==> config.mk <==
export PLATFORM = sky130hd
export DESIGN_NAME = palette_fade_ram
export DESIGN_NICKNAME = d
export VERILOG_FILES = /design/src/rtl/palette_fade_ram.sv
export SDC_FILE = /design/constraint.sdc
export NUM_CORES = 1
export LEC_CHECK = 0
export CAP_MARGIN = 0
export CORE_ASPECT_RATIO = 0.75
export CORE_MARGIN = 2
export CORE_UTILIZATION = 60
export CTS_CLUSTER_DIAMETER = 100
export DETAILED_ROUTE_END_ITERATION = 8
export GPL_TIMING_DRIVEN = 0
export PLACE_DENSITY = 0.79
export SETUP_SLACK_MARGIN = 0.2
export SLEW_MARGIN = 0
export SYNTH_ARGS = -nofsm -noshare
export SYNTH_HDL_FRONTEND = slang
export SYNTH_SLANG_ARGS = --single-unit
==> constraint.sdc <==
create_clock -name Clk -period 6.3 [get_ports Clk]
set_input_delay 0.63 -clock Clk [delete_from_list [all_inputs] [get_ports Clk]]
set_output_delay 0.63 -clock Clk [all_outputs]
set_load 0.02 [all_outputs]
==> src/rtl/palette_fade_ram.sv <==
`default_nettype none
// ============================================================================
// Module   : palette_fade_ram
// Purpose  : Palette RAM with a two-stage lookup that scales by a fade level.
// Revision : 1.0  initial release
// ============================================================================
module palette_fade_ram #(
    parameter int IDX_W = 4,
    parameter int CH_W  = 4,
    parameter int LVL_W = 4
) (
    input  logic               Clk,
    input  logic               Reset_n,
    input  logic               wr_en,
    input  logic [IDX_W-1:0]   wr_index,
    input  logic [3*CH_W-1:0]  wr_rgb,
    input  logic               rd_valid,
    input  logic [IDX_W-1:0]   rd_index,
    output logic               out_valid,
    output logic [CH_W-1:0]    red,
    output logic [CH_W-1:0]    green,
    output logic [CH_W-1:0]    blue,
    input  logic               frame_tick,
    input  logic [1:0]         fade_cmd,
    input  logic [7:0]         fade_rate,
    output logic [LVL_W:0]     level,
    output logic               busy,
    output logic               fade_done
);

    localparam int            c_DEPTH    = 1 << IDX_W;
    localparam int            c_RGB_W    = 3 * CH_W;
    localparam int            c_PROD_W   = CH_W + LVL_W + 1;
    localparam logic [LVL_W:0] c_FULL    = {1'b1, {LVL_W{1'b0}}};
    localparam logic [LVL_W:0] c_ZERO    = '0;

    localparam logic [1:0] c_IDLE     = 2'd0;
    localparam logic [1:0] c_FADE_OUT = 2'd1;
    localparam logic [1:0] c_FADE_IN  = 2'd2;

    localparam logic [1:0] c_CMD_OUT  = 2'b01;
    localparam logic [1:0] c_CMD_IN   = 2'b10;
    localparam logic [1:0] c_CMD_SNAP = 2'b11;

    logic [c_RGB_W-1:0] r_pal [c_DEPTH];
    logic [c_RGB_W-1:0] w_rd_data;
    logic               r_s1_valid;
    logic [c_RGB_W-1:0] r_s1_rgb;
    logic [CH_W-1:0]    w_scaled [3];
    logic               r_out_valid;
    logic [CH_W-1:0]    r_red;
    logic [CH_W-1:0]    r_green;
    logic [CH_W-1:0]    r_blue;

    logic [1:0]         r_state;
    logic [1:0]         w_next_state;
    logic               w_busy;
    logic [7:0]         r_tick;
    logic [LVL_W:0]     r_level;
    logic               r_done;
    logic [7:0]         w_rate;
    logic               w_rate_hit;
    logic               w_step;
    logic [LVL_W:0]     w_level_step;
    logic [LVL_W:0]     w_target;
    logic               w_reach;
    logic               w_snap;
    logic               w_start;
    logic               w_noop_done;

    // ------------------------------------------------------------------
    // Palette storage and lookup pipeline
    // ------------------------------------------------------------------
    always_ff @(posedge Clk or negedge Reset_n) begin
        if (!Reset_n) begin
            for (int i = 0; i < c_DEPTH; i++) begin
                r_pal[i] <= '0;
            end
        end else if (wr_en) begin
            r_pal[wr_index] <= wr_rgb;
        end
    end

    // Same-cycle write to the requested index wins over the stored entry
    assign w_rd_data = (wr_en && (wr_index == rd_index)) ? wr_rgb : r_pal[rd_index];

    always_ff @(posedge Clk or negedge Reset_n) begin
        if (!Reset_n) begin
            r_s1_valid <= 1'b0;
            r_s1_rgb   <= '0;
        end else begin
            r_s1_valid <= rd_valid;
            if (rd_valid) begin
                r_s1_rgb <= w_rd_data;
            end
        end
    end

    // Channel 0 is blue, 1 green, 2 red
    for (genvar k = 0; k < 3; k++) begin : g_ch
        logic [c_PROD_W-1:0] w_prod;
        assign w_prod      = {{(LVL_W+1){1'b0}}, r_s1_rgb[k*CH_W +: CH_W]}
                           * {{CH_W{1'b0}}, r_level};
        assign w_scaled[k] = w_prod[LVL_W +: CH_W];
    end

    always_ff @(posedge Clk or negedge Reset_n) begin
        if (!Reset_n) begin
            r_out_valid <= 1'b0;
            r_red       <= '0;
            r_green     <= '0;
            r_blue      <= '0;
        end else begin
            r_out_valid <= r_s1_valid;
            if (r_s1_valid) begin
                r_red   <= w_scaled[2];
                r_green <= w_scaled[1];
                r_blue  <= w_scaled[0];
            end
        end
    end

    assign out_valid = r_out_valid;
    assign red       = r_red;
    assign green     = r_green;
    assign blue      = r_blue;

    // ------------------------------------------------------------------
    // Fade controller
    // ------------------------------------------------------------------
    assign w_snap       = (fade_cmd == c_CMD_SNAP);
    assign w_rate       = (fade_rate == 8'd0) ? 8'd1 : fade_rate;
    assign w_rate_hit   = frame_tick && (({1'b0, r_tick} + 9'd1) >= {1'b0, w_rate});
    assign w_step       = w_busy && w_rate_hit;
    assign w_level_step = (r_state == c_FADE_OUT) ? (r_level - 1'b1) : (r_level + 1'b1);
    assign w_target     = (r_state == c_FADE_OUT) ? c_ZERO : c_FULL;
    assign w_reach      = w_step && (w_level_step == w_target);
    assign w_start      = (r_state == c_IDLE)
                        && (((fade_cmd == c_CMD_OUT) && (r_level != c_ZERO))
                         || ((fade_cmd == c_CMD_IN)  && (r_level != c_FULL)));
    assign w_noop_done  = (r_state == c_IDLE)
                        && (((fade_cmd == c_CMD_OUT) && (r_level == c_ZERO))
                         || ((fade_cmd == c_CMD_IN)  && (r_level == c_FULL)));

    always_ff @(posedge Clk or negedge Reset_n) begin
        if (!Reset_n) begin
            r_state <= c_IDLE;
        end else begin
            r_state <= w_next_state;
        end
    end

    always_comb begin
        w_next_state = r_state;
        if (w_snap) begin
            w_next_state = c_IDLE;
        end else begin
            case (r_state)
                c_IDLE: begin
                    if (w_start) begin
                        w_next_state = (fade_cmd == c_CMD_OUT) ? c_FADE_OUT : c_FADE_IN;
                    end
                end
                c_FADE_OUT, c_FADE_IN: begin
                    if (w_reach) begin
                        w_next_state = c_IDLE;
                    end
                end
                default: w_next_state = c_IDLE;
            endcase
        end
    end

    always_comb begin
        w_busy = (r_state != c_IDLE);
    end

    // Snap overrides any step or completion landing in the same cycle
    always_ff @(posedge Clk or negedge Reset_n) begin
        if (!Reset_n) begin
            r_level <= '0;
            r_tick  <= '0;
            r_done  <= 1'b0;
        end else if (w_snap) begin
            r_level <= c_FULL;
            r_tick  <= '0;
            r_done  <= 1'b0;
        end else begin
            r_done <= w_noop_done || w_reach;
            if (w_start) begin
                r_tick <= '0;
            end else if (w_busy && frame_tick) begin
                r_tick <= w_rate_hit ? 8'd0 : (r_tick + 8'd1);
            end
            if (w_step) begin
                r_level <= w_level_step;
            end
        end
    end

    assign level     = r_level;
    assign busy      = w_busy;
    assign fade_done = r_done;

endmodule
`default_nettype wire

Word-level counts from Yosys, hierarchy flattened. Cells that the tools add are included.

Register bits after elaboration: 234. Output and inout bits: 20. Word-level logic and storage cells: 96.

Add/sub/neg operators: 4. $mul: 3. Order comparisons: 4. Equality and inequality tests: 11. Mux-type cells: 22. Bitwise logic cells: 2. Reductions and logical operators: 24.

Operators with widths (count): $bwmux 192 (1); $bmux 12 s4 (1); $demux 12 s4 (1); $mux 12 (4); $mux 8 (5); $mul 4x5->8 (3); $mux 5 (4); $logic_and 1x1->1 (12); $ge 5x5->1 const B (2); $not 4->5 (2); $add 8x1->9 const B (1); $ge 9x8->1 (1); $add 8x1->8 const B (1); $logic_not 8->1 (1); $mux 2 (4); $eq 2x2->1 const B (3); $ne 3x3->1 const B (2); $add 5x1->5 const B (1); $eq 5x5->1 (1); $eq 5x5->1 const B (1); $logic_not 5->1 (1); $lt 5x1->1 const B (1); $ne 5x5->1 const B (1); $reduce_bool 5->1 (1); 11 further kinds (15).

Depth between registers and ports, before layout.
Word-level depth: 9. Depth in mapped cells: 14. Gate-level depth less buffers: 12.

Worst setup path after synthesis. No wires, ideal clock.

Kind: reg-to-reg. From: register r_level[1] (netlist: level[1]). To: register r_red[3] (netlist: red[3]). Arrival time: 3474 ps. Setup slack: 2701 ps. Cell stages (with the launch flop): 13. Cell sequence: dfrtp_1 -> clkbuf_1 -> clkbuf_1 -> nand2_1 -> fa_1 -> inv_1 -> fa_1 -> ha_1 -> and4_1 -> a211o_1 -> a21oi_1 -> xnor2_1 -> mux2_2.

Cells in the longest elaborated chain, start to end: 1.

RTL lines: start, declared (RTL line 59) `logic [LVL_W:0] r_level;`; start signal, assigned (RTL line 185) `r_level <= c_FULL;`; start signal, assigned (RTL line 196) `r_level <= w_level_step;`; $mul 4x5->8 (RTL line 103) `* {{CH_W{1'b0}}, r_level};`; end signal, assigned (RTL line 116) `r_red <= w_scaled[2];`; end, declared (RTL line 51) `logic [CH_W-1:0] r_red;`.

Every way passes these cells. A chain may end at the register's enable or synchronous reset.

Final worst setup path. Same ends and word-level chain as after synthesis.

==> results_dict.tcl <==
set metrics [dict create \
    grt_pass1_vias 8037 \
    synth_top_area_share_pct 46.7 \
    setup_viol 0 \
    drv_slew 0 \
    synth-xor-area-share_pct 2.17 \
    arrival_ns 4.37 \
    clock_sinks 234 \
    synth_compound_area_share_pct 5.07 \
    finalHoldWorstSlack_ns 0.178 \
    fin_crit_sh_pct 63.2 \
    worstMarginPinSlew_ns 0.948 \
    syn_nets 1030 \
    synth_cell_type_count 53 \
    layout_min_cycle_time_ns 3.98 \
    wl_um 27900 \
    cts_max_path_buffers 3 \
    synthFlopType "dfrtp_1" \
    via_per_inst 6.04 \
    synth-async-reset-ratio_pct 100 \
    cts_setup_buffers 0 \
    hp-class "in2async" \
    die_area_sq_mm 0.0221 \
    syn_inst 937 \
    status "complete, no violations" \
    rows 45 \
    grt_usage_pct 26.5 \
    drive_gt1_share_pct 15.0 \
    via_count 7923 \
    final_nets 1107 \
    worst_slew_margin_rel_pct 36.8 \
    antenna_found_initial 0 \
    start_kind "flop" \
    io_buffers 51 \
    die_width_um 171 \
    multi_input_area_sq_mm 0.00621 \
    setup_tns_ns 0 \
    total_power_mw 4.34 \
    worstReg2RegStart "level[1]" \
    clkTransAtPathRegs_ns 0.06 \
    grt_max_degree 121 \
    die_h_um 129 \
    cts_buffers 23 \
    drcViolationCount 0 \
    rsz0062_at_grt "false" \
    drtAntennaViolNets 0 \
    nFillCells 1460 \
    stdcell_count 1312 \
    synth_top_family_by_area "multiplexers" \
    synth_fa_ha_area_share_pct 6.75 \
    irDropWorstVdd_mv 0.209 \
    place_congestion 0.808 \
    design.core.area_sq_mm 0.0204 \
    drt_iter0_drc 587 \
    synthesis.area_sq_mm 0.0125 \
    power_density_mw_per_mm2 306 \
    clk_latency_ns 0.52 \
    ctsResizeCount 0 \
    p_leak_nw 6.40 \
    yosys_warnings 0 \
    grt_pass1_wl_um 44600 \
    synth_edf_count 0 \
    yosysMostFrequentCell "dfrtp_1" \
    ys_seq_elements 234 \
    r2r_cells 12 \
    place_inst 1271 \
    path_max_fanout 10 \
    synth_simple_gate_area_share_pct 7.22 \
    antenna_cells 0 \
    muxShareOfSynthArea_pct 28.4 \
    worstSetupEndpointType "flop" \
    first_pass_iters 5 \
    cts_tree "built" \
    wire_per_inst_um 21.3 \
    drv_cap 0 \
    regToRegSetupSlack_ns 2.32 \
    final.setup_skew_ns 0.0178 \
    io_pins 55 \
    register_area_sq_mm 0.00586 \
    regToRegEndpoint "red[3]" \
    fmax_mhz 251 \
    syn_to_final_growth_pct 13.3 \
    grt-ovfl-total 0 \
    synth.avg_cell_area_sq_um 13.4 \
    dp_hpwl_um 19300 \
    htreeDepth 1 \
    path_class "reg2reg" \
    ys_top_cells_by_count "dfrtp_1 (234), mux2_1 (164), nand2_1 (54)" \
    hold_buffers 0 \
    hold_viol 0 \
    critPathRequiredTime_ns 6.69 \
    synthTopCellsByArea "dfrtp_1 (47%), mux2_1 (15%), mux4_2 (6.8%)" \
    start_util_pct 61.5 \
    cts-root-buf "clkbuf_16" \
    seq_area_frac_synth_pct 46.7 \
    yosysTopAreaCell "dfrtp_1" \
]
==> placed cells by master, fill, tap and decap left out, types with 6 or more instances in the layout <==
master	n
xnor2_1	20
inv_1	34
mux2i_1	13
buf_1	10
nand3_1	13
a221o_1	12
mux2_1	164
buf_6	6
dfrtp_1	234
clkbuf_8	6
clkdlybuf4s50_1	50
and2_1	20
buf_2	11
mux4_2	38
mux4_1	10
mux2_2	41
ha_1	42
nor3_1	6
nand2_1	54
and4_1	6
nor2_1	16
clkbuf_16	23
a31oi_1	7
a211oi_2	11
fa_1	16
nand2b_1	7
xor2_1	11
a21oi_1	23
clkbuf_1	31
nor2b_1	32
==> logic make-up after synthesis <==
| kind of cell | after synthesis |
|---|---|
| AO/OA/AOI/OAI | 82 |
| XOR/XNOR | 31 |
| adder cells (fa/ha/maj) | 58 |
| buffers and inverters | 94 |
| flip-flops | 234 |
| multiplexers | 266 |
| AND/OR/NAND/NOR | 172 |
==> worst max-delay path, cell delays in order, from the launching register on <==
cell      delay (ns)
dfrtp_1         0.41
clkbuf_1        0.34
clkbuf_1        0.44
nand2_1         0.16
fa_1            0.55
inv_1           0.06
fa_1            0.48
ha_1            0.36
and4_1          0.22
a211o_1         0.31
a21oi_1         0.18
xnor2_1         0.09
mux2_2          0.26
==> how the worst max path moves through the flow <==
stage / start / to / slack [ns] / depth (start not counted)
after floorplan: level[1] / red[3] / 2.70 / 12
after global placement: Reset_n / r_pal[11] / -5.33 / 1
after detailed placement: level[1] / red[3] / 2.34 / 12
after CTS: level[1] / red[3] / 2.31 / 12
after global routing: level[1] / blue[3] / 2.09 / 12
final: level[1] / red[3] / 2.32 / 12
==> routing by layer <==
layer	GRT usage (%)	routed length (um)	up-vias
met4	6.33	632	0
li1	-	-	3560
met3	5.44	1650	48
met1	39.3	13100	4089
met2	40.6	12500	226
met5	0	0	-
==> final cells by class <==
cell class | instances | share of cell area (%)
multi-input cells | 609 | 43.8
flip-flops and latches | 234 | 41.3
clock buffers | 31 | 4.62
repair buffers | 52 | 3.83
well taps | 282 | 2.49
plain buffers | 59 | 2.30
inverters | 35 | 0.926
clock inverters | 10 | 0.767
==> report_power, final <==
part	leakage, nW	internal [mW]	total (mW)	switching [mW]
sequential	2.89	1.84	2.03	0.189
combinational	3.13	0.503	0.915	0.412
clock	0.376	0.813	1.40	0.587
==> metrics by stage <==
| step | utilization, % | worst slack [ns] | area (sq um) |
|---|---|---|---|
| 2_1_floorplan | - | 2.70 | 12500 |
| 3_3_place_gp | 65.7 | -5.33 | 13400 |
| 3_5_place_dp | 65.9 | 2.34 | 13400 |
| 4_1_cts | 69.6 | 2.31 | 14200 |
| 5_1_grt | 69.6 | 2.09 | 14200 |
| 6_report | 69.6 | 2.32 | 14200 |
==> registers in the layout, indices dropped and copies added, names as in the netlist <==
name        count
red             4
blue            4
fade_done       1
r_state         2
r_pal         192
r_s1_rgb       12
level           5
r_tick          8
r_s1_valid      1
out_valid       1
green           4
Note: power is estimated with default switching activity, not from simulation.
